`src/rtl/mem_pkg.sv`:
```
// mem_pkg: shared widths, burst geometry and write-burst state encoding for the byte store.
package mem_pkg;
   localparam int ADDR_W = 8;
   localparam int DATA_W = 32;
   localparam int BYTE_W = 8;
   localparam int CNT_W = 8;
   localparam int BYTES_PER_WORD = 4;
   localparam int DEPTH = 2 ** ADDR_W;
   typedef enum logic [1:0] {IDLE, WR1, WR2, WR3} mem_wr_state_e;
endpackage

```
`src/rtl/mem_byte_array.sv`:
```
// mem_byte_array: flop-based byte array, one synchronous write port, one combinational read port.
module mem_byte_array #(
   parameter int ADDR_W = 8,
   parameter int BYTE_W = 8
) (
   input  logic              clk,
   input  logic              rstn,
   input  logic              we,
   input  logic [ADDR_W-1:0] waddr,
   input  logic [BYTE_W-1:0] wdata,
   input  logic [ADDR_W-1:0] raddr,
   output logic [BYTE_W-1:0] rdata
);
   logic [BYTE_W-1:0] mem [2**ADDR_W];
   always_ff @(posedge clk) begin
      if (!rstn) mem <= '{default: '0};
      else if (we) mem[waddr] <= wdata;
   end
   assign rdata = mem[raddr];
endmodule

```
`src/rtl/mem_byte_store.sv`:
```
// mem_byte_store: byte memory that serialises 32-bit writes into 4-byte bursts with forwarded 1-cycle reads.
module mem_byte_store #(
   parameter int ADDR_W = mem_pkg::ADDR_W,
   parameter int DATA_W = mem_pkg::DATA_W,
   parameter int BYTE_W = mem_pkg::BYTE_W,
   parameter int CNT_W = mem_pkg::CNT_W
) (
   input  logic              clk,
   input  logic              rstn,
   input  logic              wr_en,
   input  logic [DATA_W-1:0] w_data,
   input  logic [ADDR_W-1:0] addr,
   input  logic              rd_en,
   output logic [BYTE_W-1:0] r_data,
   output logic              r_valid,
   output logic              busy,
   output logic [CNT_W-1:0]  drop_cnt
);
   import mem_pkg::*;
   mem_wr_state_e state, state_n;
   logic [BYTES_PER_WORD-1:0][BYTE_W-1:0] word_q, pend_word;
   logic [ADDR_W-1:0] base_q, pend_base, off, waddr;
   logic [1:0] idx;
   logic accept, we, fwd;
   logic [BYTE_W-1:0] wdata, mem_rdata, rd_val;
   assign busy = state != IDLE;
   // The word being written this cycle (fresh or captured) is the forwarding source for all 4 of its bytes.
   always_comb begin
      accept = !busy && wr_en;
      state_n = (busy || wr_en) ? mem_wr_state_e'(state + 2'd1) : IDLE;
      idx = state;
      pend_word = accept ? w_data : word_q;
      pend_base = accept ? addr : base_q;
      we = accept || busy;
      waddr = pend_base + ADDR_W'(idx);
      wdata = pend_word[idx];
      off = addr - pend_base;
      fwd = we && off < ADDR_W'(BYTES_PER_WORD);
      rd_val = fwd ? pend_word[off[1:0]] : mem_rdata;
   end
   always_ff @(posedge clk) begin
      if (!rstn) state <= IDLE;
      else state <= state_n;
   end
   always_ff @(posedge clk) begin
      if (!rstn) begin
         word_q <= '0;
         base_q <= '0;
      end else if (accept) begin
         word_q <= w_data;
         base_q <= addr;
      end
   end
   always_ff @(posedge clk) begin
      if (!rstn) begin
         r_data <= '0;
         r_valid <= 1'b0;
         drop_cnt <= '0;
      end else begin
         r_valid <= rd_en;
         if (rd_en) r_data <= rd_val;
         if (wr_en && busy && drop_cnt != '1) drop_cnt <= drop_cnt + 1'b1;
      end
   end
   mem_byte_array #(.ADDR_W(ADDR_W), .BYTE_W(BYTE_W)) u_array (
      .clk(clk),
      .rstn(rstn),
      .we(we),
      .waddr(waddr),
      .wdata(wdata),
      .raddr(addr),
      .rdata(mem_rdata)
   );
endmodule
```
`config.mk`:
```
export PLATFORM = sky130hd
export DESIGN_NAME = mem_byte_store
export DESIGN_NICKNAME = d
export VERILOG_FILES = /design/src/rtl/mem_pkg.sv /design/src/rtl/mem_byte_array.sv /design/src/rtl/mem_byte_store.sv
export SDC_FILE = /design/constraint.sdc
export NUM_CORES = 2
export LEC_CHECK = 0
export CELL_PAD_IN_SITES_DETAIL_PLACEMENT = 0
export CELL_PAD_IN_SITES_GLOBAL_PLACEMENT = 1
export CORE_MARGIN = 5
export CORE_UTILIZATION = 46
export CTS_CLUSTER_DIAMETER = 30
export DETAILED_ROUTE_END_ITERATION = 10
export PLACE_DENSITY_LB_ADDON = 0.05
export RECOVER_POWER = 100
export SETUP_SLACK_MARGIN = 0.4
export SYNTH_ARGS = -nofsm -noshare
export SYNTH_HDL_FRONTEND = slang
export SYNTH_SLANG_ARGS = --single-unit
```
`constraint.sdc`:
```
create_clock -name clk -period 5 [get_ports clk]
set_clock_uncertainty 0.05 [all_clocks]
set_input_delay 1 -clock clk [delete_from_list [all_inputs] [get_ports clk]]
set_output_delay 1 -clock clk [all_outputs]
set_load 0.03 [all_outputs]
```
==> flow_summary.ini <==
[timing]
finalCritPeriodShare_pct = 91.5
setup-tns-final_ns = 0
setup_ws_ns = 0.427
slew_headroom_pct = 20.5
worst_slew_pin_slew_ns = 1.18
grt_setup_unrepaired = no
number_of_slew_limit_violations_in_the_final_report = 0
timing.final.crit_period_ns = 4.57
timing.final.hold_violations = 0
setup_viol = 0
fmax_ghz = 0.219

[critical_path]
crit_slowest_cell = mux2_1
timing.reg2reg.worst_path_depth = 13
worstPathCellList = inv_1, ha_1, nand2_1, buf_4, mux2_1, and3_4, xnor2_2, nand4_1, clkbuf_2, nor2_1, buf_4, nand2_1, o211a_1
crit_start = idx[1]$_SDFF_PN0_
cp-start-kind = flip-flop
worst-endpoint-arrival_ns = 5.31
timing.critical_path.required_ns = 5.74
timing.reg2reg.setup_slack_ns = 0.43
critPathMaxFanout = 17
crit_buf_inv = 4
worst_r2r_endpoint = u_array.mem[1540]$_SDFFE_PN0P_
cp-end-kind = flip-flop
crit-reg2reg-launch = idx[1]$_SDFF_PN0_
critical_path.top_delay_family = buffers and inverters
max_stage_delay_ns = 0.52
critical_path_class = reg2reg

[floorplan]
core_um2 = 203000
area_enclosed_by_the_die_boundary_um2 = 213000
core_rows = 165
start_util_pct = 46.3
ioPinCount = 62
die_w_um = 461
floorplan.die.height_um = 461

[synth]
synth_top_area_share_pct = 45.0
synth_seq_cells = 2107
synth_enable_flop_cells = 0
yosys-top-cells-count = nand2_1 (2,181), dfxtp_1 (2,107), o211a_1 (2,049)
syn_avg_cell_area_um2 = 10.3
yosysTopAreaCell = dfxtp_1
syn_nets = 9174
asyncSetResetFlopFracSynth_pct = 0
syn_inst = 9122
netlist_top_cells_area = dfxtp_1 (45%), o211a_1 (22%), nand2_1 (8.7%), mux4_2 (8.6%), mux2i_1 (3.9%)
synth.yosys.warnings = 0
synthesis.area_um2 = 93800
synth_most_common_cell = nand2_1
synth_sequential_area_ratio_pct = 45.0
synth-main-ff-cell = dfxtp_1
synth_cell_types = 76

[cts]
cts.repair.resized = 0
cts_setup_buffers = 0
tritoncts = done
cts_hold_repair.buffers = 0
cts_buffers = 546
insertion_delay_ns = 0.92
cts_h_tree_depth = 6
cts_sinks = 2107
cts.clk_slew.worst_paths_ns = 0.04
cts.path.max_buffers = 4
clk_root_buffer_cell = clkbuf_16

[grt]
global_route.usage.met1_pct = 41.2
met2_demand_to_capacity_share_in_global_routing_pct = 43.9
gr-total-overflow = 0
groute.layer.met3.usage_pct = 5.12
grt_antenna_before_repair = 12
grt_first_pass_wirelength_um = 469000
first_global_vias = 72600
globalRouteTotalUtil_pct = 28.7
grt_start_max_net_pins = 221
busiest_layer = met2

[layout]
layout-drive-gt1-share_pct = 20.3
layout.nets = 9374
finalInstanceArea_um2 = 117000
sequential_cell_area_um2 = 42200
stdcell_count = 12400
syn_to_final_growth_pct = 25.2
num-fill-cells = 17000
multiInputGateArea_um2 = 48100

[flow_run]
timing.max_cap.violations = 0

[detailed_routing]
drc_errors = 0
wire_per_inst_um = 25.5
route.final.wire_length_um = 316000
dr.first_iter.drc_count = 7026
postRouteAntennaNets = 0
vias_per_cell = 6.09
via_count = 75500
number_of_detailed_route_iterations_in_the_first_pass = 6

[placement]
detailed_place_hpwl_um = 202000
routabilityCongestion = 0.822
placedInstanceArea_um2 = 99700
place_inst = 11400
portBuffers = 61
place_worst_setup_slack_ns = -0.303

[hold_path]
hold_path_class = reg2reg
worstHoldPathCells = 1
hold_path_startpoint = u_array.mem[1610]$_SDFFE_PN0P_
worst_hold_path.endpoint = u_array.mem[1610]$_SDFFE_PN0P_

[power]
irDropWorstVdd_v = 0.000383
p_leak_nw = 68.0
power-per-cell-area_nw_per_um2 = 478

[status]
run_status = complete, no violations
-- layout make-up --
class | count | share of cell area, %
multi-input cells | 6035 | 41.0
flip-flops and latches | 2107 | 35.9
clock buffers | 763 | 13.7
repair buffers | 619 | 4.44
well taps | 2672 | 2.85
clock inverters | 197 | 2.10
inverters | 13 | 0.0416
diodes | 2 | 0.00426
-- where the power goes --
part	leakage (nW)	internal, mW	switching (mW)	total (mW)
registers	17.0	17.0	0.0837	17.1
logic	42.0	1.09	2.93	4.02
clock network	9.07	24.6	10.4	35.0
-- worst max path at each step --
stage          cells past startpoint  slack, ns                              to
6_report                          13       0.43  u_array.mem[1540]$_SDFFE_PN0P_
5_1_grt                           15       0.25  u_array.mem[1763]$_SDFFE_PN0P_
4_1_cts                           11       0.67          r_data[4]$_SDFFE_PN0P_
3_5_place_dp                      11      -0.30          r_data[4]$_SDFFE_PN0P_
3_3_place_gp                      11      -0.26          r_data[4]$_SDFFE_PN0P_
2_1_floorplan                     19       0.33   u_array.mem[270]$_SDFFE_PN0P_
-- metal layers --
metal  part of all wire [%]  vias up  routed length [µm]
met4                    2.8        2                8910
li1                       -    34200                   -
met3                    6.9      508               21700
met1                     46    38300              146000
met5                 0.0054        -                  17
met2                     44     2510              140000
-- registers in the layout (all words and copies together) (netlist names) --
signal	count
drop_cnt	8
base_q	8
word_q	32
idx	2
r_valid	1
u_array.mem	2048
r_data	8
-- cells by family after synthesis --
logic type,share of synthesized area [%]
buffers and inverters,4.33
multiplexers,12.8
adder cells (fa/ha/maj),0.115
XOR/XNOR,0.287
AO/OA/AOI/OAI,25.2
AND/OR/NAND/NOR,12.2
flip-flops,45.0
-- stage by stage --
step,total power [mW],utilization [%],hold slack [ns]
2_1_floorplan,19.7,-,0.414
3_3_place_gp,21.5,49.2,0.423
3_5_place_dp,21.5,49.2,0.428
4_1_cts,56.7,58.4,0.408
5_1_grt,57.8,58.0,0.438
6_report,56.1,58.0,0.438
-- layout by cell type, fill, tap and decap left out, types with 109 or more instances in the layout --
master	instances
a22oi_1	209
buf_4	370
clkbuf_1	117
clkbuf_16	569
clkbuf_8	109
dfxtp_1	2107
mux2i_1	372
mux4_2	353
nand2_1	2169
nor2_1	163
o211a_1	2049
(Power assumes the default switching activity.)
